**src/rtl/restoring_divider_pkg.sv**
```systemverilog
// Shared types and sizing helpers for the sequential restoring divider.
package restoring_divider_pkg;

  typedef enum logic [1:0] {
    IDLE = 2'd0,
    CALC = 2'd1,
    DONE = 2'd2
  } state_t;

  localparam int unsigned DEFAULT_BUS_WIDTH = 32;

  // Counter must hold values 0..BUS_WIDTH.
  function automatic int unsigned cnt_width(input int unsigned bus_width);
    return $clog2(bus_width + 1);
  endfunction

  localparam int unsigned CNT_WIDTH = cnt_width(DEFAULT_BUS_WIDTH);

endpackage

```
**src/rtl/restoring_divider_adder.sv**
```systemverilog
// Ripple-carry adder/subtractor; add_sub_b=1 computes in1 - in2 in two's complement.
module ripple_carry_adder #(
  parameter int unsigned BUS_WIDTH = 32
) (
  input  logic [BUS_WIDTH-1:0] in1,
  input  logic [BUS_WIDTH-1:0] in2,
  input  logic                 add_sub_b,
  output logic [BUS_WIDTH-1:0] out
);

  logic [BUS_WIDTH-1:0] b_eff;
  logic [BUS_WIDTH:0]   carry;

  always_comb begin
    b_eff    = in2 ^ {BUS_WIDTH{add_sub_b}};
    carry    = '0;
    carry[0] = add_sub_b;
    out      = '0;
    for (int i = 0; i < int'(BUS_WIDTH); i++) begin
      out[i]     = in1[i] ^ b_eff[i] ^ carry[i];
      carry[i+1] = (in1[i] & b_eff[i]) | (carry[i] & (in1[i] ^ b_eff[i]));
    end
  end

endmodule

```
**src/rtl/restoring_divider.sv**
```systemverilog
// Sequential unsigned restoring divider: one trial subtraction per cycle, start/done handshake.
module restoring_divider
  import restoring_divider_pkg::*;
#(
  parameter int unsigned BUS_WIDTH = DEFAULT_BUS_WIDTH
) (
  input  logic                 clk,
  input  logic                 rst,
  input  logic                 start,
  input  logic [BUS_WIDTH-1:0] dividend,
  input  logic [BUS_WIDTH-1:0] divisor,
  output logic                 busy,
  output logic                 done,
  output logic [BUS_WIDTH-1:0] quotient,
  output logic [BUS_WIDTH-1:0] remainder,
  output logic                 div_by_zero
);

  localparam int unsigned CNT_W = cnt_width(BUS_WIDTH);
  localparam int unsigned EXT_W = BUS_WIDTH + 2;

  state_t               state, state_next;
  logic [BUS_WIDTH-1:0] q_reg, r_reg, divisor_reg;
  logic [CNT_W-1:0]     count;
  logic                 accept, last_iter;
  logic [BUS_WIDTH:0]   s;
  logic [EXT_W-1:0]     t;
  logic [BUS_WIDTH-1:0] r_next, q_next;
  logic                 unused_t_bit;

  assign last_iter = (count == CNT_W'(BUS_WIDTH - 1));

  // State register
  always_ff @(posedge clk) begin
    if (rst) state <= IDLE;
    else     state <= state_next;
  end

  // Next-state logic; start is only honoured outside CALC
  always_comb begin
    state_next = state;
    accept     = 1'b0;
    case (state)
      IDLE, DONE: begin
        if (start) begin
          accept     = 1'b1;
          state_next = (divisor == '0) ? DONE : CALC;
        end else if (state == DONE) begin
          state_next = IDLE;
        end
      end
      CALC:    if (last_iter) state_next = DONE;
      default: state_next = IDLE;
    endcase
  end

  // Trial subtraction of the shifted partial remainder
  assign s = {r_reg, q_reg[BUS_WIDTH-1]};

  ripple_carry_adder #(.BUS_WIDTH(EXT_W)) u_sub (
    .in1       ({1'b0, s}),
    .in2       ({2'b00, divisor_reg}),
    .add_sub_b (1'b1),
    .out       (t)
  );

  assign unused_t_bit = t[BUS_WIDTH];

  always_comb begin
    if (!t[EXT_W-1]) begin
      r_next = t[BUS_WIDTH-1:0];
      q_next = {q_reg[BUS_WIDTH-2:0], 1'b1};
    end else begin
      r_next = s[BUS_WIDTH-1:0];
      q_next = {q_reg[BUS_WIDTH-2:0], 1'b0};
    end
  end

  // Datapath and registered outputs; results only move when DONE is entered
  always_ff @(posedge clk) begin
    if (rst) begin
      busy        <= 1'b0;
      done        <= 1'b0;
      quotient    <= '0;
      remainder   <= '0;
      div_by_zero <= 1'b0;
      q_reg       <= '0;
      r_reg       <= '0;
      divisor_reg <= '0;
      count       <= '0;
    end else begin
      busy <= (state_next == CALC);
      done <= (state_next == DONE);
      if (accept) begin
        divisor_reg <= divisor;
        q_reg       <= dividend;
        r_reg       <= '0;
        count       <= '0;
        if (divisor == '0) begin
          quotient    <= '1;
          remainder   <= dividend;
          div_by_zero <= 1'b1;
        end
      end else if (state == CALC) begin
        q_reg <= q_next;
        r_reg <= r_next;
        count <= count + CNT_W'(1);
        if (last_iter) begin
          quotient    <= q_next;
          remainder   <= r_next;
          div_by_zero <= 1'b0;
        end
      end
    end
  end

endmodule
```
**config.mk**
```make
export PLATFORM = sky130hd
export DESIGN_NAME = restoring_divider
export DESIGN_NICKNAME = d
export VERILOG_FILES = /design/src/rtl/restoring_divider_pkg.sv /design/src/rtl/restoring_divider_adder.sv /design/src/rtl/restoring_divider.sv
export SDC_FILE = /design/constraint.sdc
export NUM_CORES = 1
export LEC_CHECK = 0
export ABC_AREA = 0
export BUFFER_PORTS_ARGS = -buffer_cell sky130_fd_sc_hd__buf_2
export CORE_ASPECT_RATIO = 0.7
export CORE_MARGIN = 2
export CORE_UTILIZATION = 42
export CTS_CLUSTER_DIAMETER = 60
export DETAILED_ROUTE_END_ITERATION = 7
export GPL_TIMING_DRIVEN = 0
export PLACE_DENSITY = 0.59
export SLEW_MARGIN = 20
export SYNTH_ARGS = -nofsm -noshare
export SYNTH_HDL_FRONTEND = slang
export SYNTH_SLANG_ARGS = --single-unit
```
**constraint.sdc**
```tcl
create_clock -name clk -period 15 [get_ports clk]
set_input_delay 0.75 -clock clk [delete_from_list [all_inputs] [get_ports clk]]
set_output_delay 0.75 -clock clk [all_outputs]
set_load 0.005 [all_outputs]
```
* After elaboration in Yosys (flattened, before gate mapping)
Cells that the tools add are included.
** Operators by class
- Add/sub/neg operators :: 1
- Equality and inequality tests :: 6
- Multiplexer cells :: 23
- Bitwise gates (word level) :: 165
- Reductions and logical operators :: 7
** Operators by type and width (count)
- $mux 32 :: 11
- $and 1x1->1 :: 65
- $xor 1x1->1 :: 65
- $not 32->34 :: 1
- $or 1x1->1 :: 33
- $logic_not 32->1 :: 1
- $mux 2 :: 4
- $mux 1 :: 7
- $add 6x1->6 const B :: 1
- $eq 6x5->1 const B :: 1
- $eq 2x1->1 const B :: 2
- $eq 2x2->1 const B :: 2
- $pmux 2 s2 :: 1
- $reduce_bool 2->1 :: 2
- $reduce_or 2->1 :: 2
- $reduce_and 3->1 :: 1
- $logic_not 2->1 :: 1
- $ne 2x1->1 const B :: 1
- $not 1->1 :: 1
** Storage, ports and cells
- Bits in registers :: 171
- Input port bits :: 67
- Logic and storage cells :: 212

* Depth between registers and ports, before layout
Gate-level depths: netlist of run 1.
- Depth after elaboration :: 72
- Depth in mapped cells :: 43
- Gate-level depth less buffers :: 40

* Cells and area by module
From an unflattened synthesis of run 1, not the netlist that was laid out.
** Second synthesis, totals
- Cells, all modules :: 1027
- Area total of the unflattened synthesis :: 9003.6 µm²
** By module, submodules not included
- restoring_divider :: times used 1, cells an instance 890, area each 7733.7 µm², sequential area each 3423.3 µm²
- ripple_carry_adder :: times used 1, cells an instance 137, area each 1270.0 µm², sequential area each 0.0 µm²

* Worst setup path before layout of run 1
No wires, ideal clock.
- Path type :: register -> register
- Start :: register q_reg[31]
- End :: register r_reg[22]
- Setup time :: 0.128 ns
- Data arrival time :: 12.968 ns
- Required time :: 14.872 ns
- Path slack :: 1.905 ns
- Stages on the path, launching flop included :: 44
- Buffers on the path :: 3
- Period minus slack after synthesis :: 13.095 ns
- Cells stage by stage :: dfxtp_1 -> inv_1 -> ha_1 -> fa_1 -> fa_1 -> fa_1 -> fa_1 -> fa_1 -> fa_1 -> fa_1 -> fa_1 -> fa_1 -> fa_1 -> fa_1 -> fa_1 -> fa_1 -> fa_1 -> fa_1 -> (+8 left out) -> fa_1 -> fa_1 -> fa_1 -> fa_1 -> fa_1 -> inv_1 -> fa_1 -> inv_1 -> fa_1 -> inv_1 -> fa_1 -> or2_1 -> clkbuf_1 -> buf_2 -> buf_2 -> a21oi_1 -> a21oi_1 -> nor2_1
** On the way
- Word-level cells in the longest chain between the ends :: 68
** RTL lines
- start, declared :: RTL line restoring_divider.sv:23 : logic [BUS_WIDTH-1:0] q_reg, r_reg, divisor_reg;
- start signal, assigned :: RTL line restoring_divider.sv:96 : q_reg <= dividend;
- start signal, assigned :: RTL line restoring_divider.sv:105 : q_reg <= q_next;
- $and 1x1->1 or $xor 1x1->1 (tied branches) :: RTL line restoring_divider_adder.sv:21 : carry[i+1] = (in1[i] & b_eff[i]) | (carry[i] & (in1[i] ^ b_eff[i]));
- $or 1x1->1 * :: RTL line restoring_divider_adder.sv:21
- $and 1x1->1 * :: RTL line restoring_divider_adder.sv:21
- $or 1x1->1 * :: RTL line restoring_divider_adder.sv:21
- $and 1x1->1 * :: RTL line restoring_divider_adder.sv:21
- $or 1x1->1 * :: RTL line restoring_divider_adder.sv:21
- $and 1x1->1 * :: RTL line restoring_divider_adder.sv:21
- $or 1x1->1 * :: RTL line restoring_divider_adder.sv:21
- (+52 left out)
- $and 1x1->1 :: RTL line restoring_divider_adder.sv:21
- $or 1x1->1 :: RTL line restoring_divider_adder.sv:21
- $and 1x1->1 :: RTL line restoring_divider_adder.sv:21
- $or 1x1->1 :: RTL line restoring_divider_adder.sv:21
- $and 1x1->1 :: RTL line restoring_divider_adder.sv:21
- $or 1x1->1 :: RTL line restoring_divider_adder.sv:21
- $xor 1x1->1 :: RTL line restoring_divider_adder.sv:20 : out[i] = in1[i] ^ b_eff[i] ^ carry[i];
- $mux 32 * :: RTL line restoring_divider.sv:70 : if (!t[EXT_W-1]) begin
- end signal, assigned :: RTL line restoring_divider.sv:106 : r_reg <= r_next;
- end, declared :: RTL line restoring_divider.sv:23
Mark *: on every way between the ends. The rest lies on a longest branch, timed or not.
A chain may end at the register's enable or synchronous reset.

* Worst setup path after layout of run 1
- Start :: register q_reg[31]
- End :: register r_reg[20]
** On the way
- Word-level cells in the longest chain between the ends :: 68
** RTL lines (RTL line)
- $and 1x1->1 or $xor 1x1->1 (tied branches) :: restoring_divider_adder.sv:21
- $or 1x1->1 * :: restoring_divider_adder.sv:21
- $and 1x1->1 * :: restoring_divider_adder.sv:21
- $or 1x1->1 * :: restoring_divider_adder.sv:21
- $and 1x1->1 * :: restoring_divider_adder.sv:21
- $or 1x1->1 * :: restoring_divider_adder.sv:21
- $and 1x1->1 * :: restoring_divider_adder.sv:21
- $or 1x1->1 * :: restoring_divider_adder.sv:21
- (+52 left out)
- $and 1x1->1 :: restoring_divider_adder.sv:21
- $or 1x1->1 :: restoring_divider_adder.sv:21
- $and 1x1->1 :: restoring_divider_adder.sv:21
- $or 1x1->1 :: restoring_divider_adder.sv:21
- $and 1x1->1 :: restoring_divider_adder.sv:21
- $or 1x1->1 :: restoring_divider_adder.sv:21
- $xor 1x1->1 :: restoring_divider_adder.sv:20
- $mux 32 * :: restoring_divider.sv:70
Marks and branches as above.

==> results of run 1 <==
## worst paths after layout
check                        from              end  slack, ns  cells past startpoint
hold reg to reg   divisor_reg[31]  divisor_reg[31]       0.45                      2
hold / removal    divisor_reg[31]  divisor_reg[31]       0.45                      2
setup reg to reg        q_reg[31]        r_reg[20]       0.72                     43
setup / recovery        q_reg[31]        r_reg[20]       0.72                     43
## worst max-delay path: cells and delay by family (launching register included)
family	cells	cell delay (ns)
and+or+nand+nor	2	0.17
AOI/OAI and AO/OA	2	0.37
adders and majority gates	32	12.11
DFF	1	0.38
buffers and inverters	7	1.10
## power by group
part           internal (mW)  switching [mW]
registers              0.473          0.0138
clock network          0.238           0.197
logic                 0.0977           0.176
## layout make-up
cell class                 instances  area, um2
buffer                            88        383
clock buffer                      19        453
tap                              270        338
clock inverter                    13        119
sequential                       171       3420
inverter                          36        135
fill                            1965       9760
timing repair buffer             132        661
multi-input combinational        686       4470
## through the flow
step	util, %	worst slack (ns)	cells
finish	50.6	0.721	1415
global route	50.6	0.184	1415
CTS	50.6	0.816	1415
detailed placement	47.7	0.846	1383
global placement	47.7	0.914	1383
floorplan	-	1.90	981
## metal layers
| layer | up-vias | global-route usage (%) | share of wire [%] |
|---|---|---|---|
| li1 | 3707 | - | - |
| met1 | 3613 | 35.6 | 50 |
| met2 | 246 | 35.5 | 43 |
| met3 | 21 | 4.12 | 5.8 |
| met4 | 0 | 6.78 | 1.1 |
| met5 | - | 0 | 0 |
## synthesized netlist by cell type (all sizes together)
master   count  area [um2]
nand3b       1        7.51
nand4b       1        8.76
or4          3        22.5
and4b        1        10.0
or2          1        6.26
a22oi       29         218
mux2        29         327
nor2       132         498
nand3        3        15.0
nand4        4        31.3
or3          2        12.5
clkbuf      60         225
a2111o      28         315
nand2      108         405
inv         36         135
ha           2        25.0
buf         28         158
dfxtp      171        3420
a31oi        4        25.0
o21ai       31         155
nand2b       1        6.26
xor2         3        26.3
and3b        1        8.76
a21oi      153         766
o2111ai      3        26.3
fa          31         621
a211oi      34         390
nor4         8        93.8
a211o        2        17.5
o211ai       1        7.51
mux2i        6        60.1
nor2b       31         194
xnor2        2        17.5
nor3        30         150
and3         1        6.26
## cell families (layout without fill, tap and decap cells)
| logic type | Yosys count | in the layout | share of synthesized area [%] |
|---|---|---|---|
| adders and majority gates | 33 | 33 | 7.67 |
| and+or+nand+nor | 328 | 328 | 17.5 |
| muxes | 35 | 35 | 4.59 |
| AOI/OAI and AO/OA | 285 | 285 | 22.8 |
| xor gates and xnor gates | 5 | 5 | 0.521 |
| buffers and inverters | 124 | 288 | 6.16 |
| DFF | 171 | 171 | 40.7 |
==> results.json, run 1 <==
{
  "grt_pass1_wl_um": 39000,
  "ys_seq_elements": 171,
  "die_y_um": 122,
  "slew_violations": 0,
  "power_mw": 1.20,
  "final_area_mm2": 0.00998,
  "tightestPinTransition_ns": 0.873,
  "syn-num-nets": 1081,
  "numCtsBuffers": 17,
  "die_w_um": 173,
  "skew_ns": 0.00785,
  "path_clk_slew_ns": 0.07,
  "crit_path_end_kind": "flop",
  "dp_hpwl_um": 19200,
  "diodes": 0,
  "ctsHoldBuffers": 0,
  "start_util_pct": 42.6,
  "finalSetupViolCount": 0,
  "dr.pass1.iters": 4,
  "arrival_ns": 14.59,
  "cts_root_buf": "clkbuf_16",
  "leakagePower_nw": 3.82,
  "cts_tree": "built",
  "crit_slowest_cell": "fa_1",
  "cpMostUsedCell": "fa_1",
  "grt_max_degree": 17,
  "htreeDepth": 4,
  "rsz0062_at_grt": "false",
  "cts_setup_buffers": 0,
  "io_pins": 134,
  "final_layout_size_suffix_gt1_share_pct": 21.3,
  "setup-tns-final_ns": 0,
  "yosys_warnings": 0,
  "clock_path_buffers": 2,
  "mostFrequentLayoutCell": "dfxtp_1",
  "post_drt_wl_per_cell_um": 17.7,
  "dr_total_vias": 7587,
  "pwr_density_cell_mw_per_mm2": 120,
  "syn_area_mm2": 0.00841,
  "cts_resized": 0,
  "syn_area_per_cell_um2": 8.58,
  "hold_ws_ns": 0.455,
  "gp_congestion": 0.859,
  "status": "complete, no violations",
  "yosys.cell_types.count": 43,
  "rows": 43,
  "grt_usage_pct": 23.9,
  "final_cell_mix": "171 x dfxtp_1, 153 x a21oi_1, 141 x buf_2",
  "numClockSinks": 171,
  "grt_pass1_vias": 7206,
  "layout.nets": 1232,
  "syn_inst": 981,
  "fin_crit_sh_pct": 95.2,
  "fmax_mhz": 70.0,
  "max_stage_delay_ns": 0.45,
  "hold_violations": 0,
  "coreArea_mm2": 0.0197,
  "clock_latency_ns": 0.44,
  "drtIter0Drc": 543,
  "path_max_fanout": 10,
  "critPathLaunchType": "flop",
  "via_per_inst": 5.36,
  "routed_wl_um": 25000,
  "drc": 0,
  "antenna_left": 0,
  "antenna_found_initial": 0,
  "grt_overflow_total": 0,
  "critical_path_class": "flop to flop",
  "yosysSeqAreaShare_pct": 40.7,
  "area_growth_pct": 18.7,
  "dpl-instance-area_mm2": 0.00941,
  "portBuffers": 132,
  "worstPathRequired_ns": 15.31,
  "maxCapViolCount": 0,
  "dieArea_mm2": 0.0212,
  "vdd_drop_max_uv": 89.4,
  "fin_crit_ns": 14.28,
  "slew_headroom_pct": 41.8,
  "holdCritPathClass": "flop to flop"
}
No activity file was read; power rests on OpenSTA's default activity.
==> run 2, diff against run 1 <==
- REMOVE_ABC_BUFFERS: not set -> 1
==> results.json, run 2 (synthesized netlist as in run 1, its figures left out) <==
{
  "status": "complete, no violations",
  "final_area_mm2": 0.0101,
  "numCtsBuffers": 17,
  "fin_crit_ns": 14.54,
  "post-place-ws_ns": 0.351,
  "path_clk_slew_ns": 0.06,
  "grt_pass1_vias": 6912,
  "routed_wl_um": 23500,
  "clock_path_buffers": 2,
  "pwr_density_cell_mw_per_mm2": 122,
  "fin_util_pct": 51.2,
  "grt_max_degree": 98,
  "die_y_um": 122,
  "fin_crit_sh_pct": 96.9,
  "mostFrequentLayoutCell": "dfxtp_1",
  "die_w_um": 173,
  "htreeDepth": 4,
  "critical_path_class": "flop to flop",
  "path_max_fanout": 33,
  "maxCapViolCount": 0,
  "worstPathRequired_ns": 15.31,
  "post_drt_wl_per_cell_um": 17.4,
  "power_mw": 1.23,
  "coreArea_mm2": 0.0197,
  "vdd_drop_max_uv": 68.9,
  "cts_root_buf": "clkbuf_16",
  "dr_total_vias": 7364,
  "drc": 0,
  "dr.pass1.iters": 5,
  "layout.nets": 1168,
  "hold_ws_ns": 0.458,
  "dpl-instance-area_mm2": 0.00948,
  "slew_headroom_pct": 46.7,
  "final_layout_size_suffix_gt1_share_pct": 24.1,
  "leakagePower_nw": 3.89,
  "fmax_mhz": 68.8,
  "grt_pass1_wl_um": 37000,
  "finalSetupViolCount": 0,
  "dieArea_mm2": 0.0212,
  "post-place-cells": 1318,
  "cpMostUsedCell": "fa_1",
  "io_pins": 134,
  "antenna_left": 0,
  "area_growth_pct": 20.2,
  "setup-tns-final_ns": 0,
  "numClockSinks": 171,
  "final_cell_mix": "170 x dfxtp_1, 153 x a21oi_1, 132 x buf_2",
  "slew_violations": 0,
  "rsz0062_at_grt": "false",
  "via_per_inst": 5.45,
  "fill_cells": 1906,
  "grt_overflow_total": 0,
  "critPathLaunchType": "flop",
  "fin_ws_ns": 0.465,
  "gp_congestion": 0.765,
  "hold_violations": 0,
  "portBuffers": 133,
  "final_cells": 1352,
  "cts_tree": "built",
  "holdCritPathClass": "flop to flop",
  "crit_path_end_kind": "flop",
  "antenna_found_initial": 1,
  "dp_hpwl_um": 15800,
  "grt_usage_pct": 22.1,
  "drtIter0Drc": 577,
  "max_stage_delay_ns": 0.73,
  "clock_latency_ns": 0.43,
  "skew_ns": 0.00767,
  "arrival_ns": 14.85,
  "crit_slowest_cell": "fa_2",
  "start_util_pct": 42.6,
  "tightestPinTransition_ns": 0.796,
  "rows": 43
}
## run 2: changes by cell type in the layout (fill, tap and decap cells not counted), moves of 4 or more
cell      previous run  this run
clkbuf_1            60         3
buf_1               13         0
buf_2              141       132
buf_12               0         8
buf_16               0         4
## run 2: layer usage
layer  GRT usage [%]  share of wire (%)  wire (um)  vias up
met5               0                  0          0        -
met4            5.19               0.96        226        0
met3            4.83                5.6       1310       19
met2            34.7                 45      10600      207
met1            31.2                 49      11400     3571
li1                -                  -          -     3567
## run 2: final timing paths
path	from	endpoint	slack, ns	cells after the start
hold / removal	divisor_reg[29]	divisor_reg[29]	0.46	2
setup / recovery	q_reg[31]	remainder[18]	0.46	40
hold reg to reg	divisor_reg[29]	divisor_reg[29]	0.46	2
setup reg to reg	q_reg[31]	remainder[18]	0.46	40
## run 2: power breakdown
part / switching (mW) / internal [mW]
logic: 0.168 / 0.100
clock network: 0.186 / 0.288
registers: 0.0153 / 0.473
## run 2: what timing repair did
| action | in CTS | in global routing |
|---|---|---|
| gates resized for setup | 0 | 1 |
| hold buffers | 0 | 0 |
| buffers inserted | 0 | 0 |
| endpoints found under the setup margin | 0 | 39 |
## run 2: area by class of cell
type	count	area, um2	area share (%)
inverter	36	135	1.34
clock buffer	22	464	4.59
timing repair buffer	155	1060	10.5
tap	270	338	3.34
antenna	1	2.50	0.0247
multi-input combinational	687	4530	44.8
sequential	171	3420	33.9
clock inverter	10	164	1.62
## run 2: worst max-delay path, delay by kind of cell, from the launching register on
kind | cells | cell delay [ns]
AOI/OAI and AO/OA | 2 | 0.34
buffers and inverters | 4 | 0.27
muxes | 1 | 0.27
and+or+nand+nor | 1 | 0.56
DFF | 1 | 0.38
adders and majority gates | 32 | 12.58
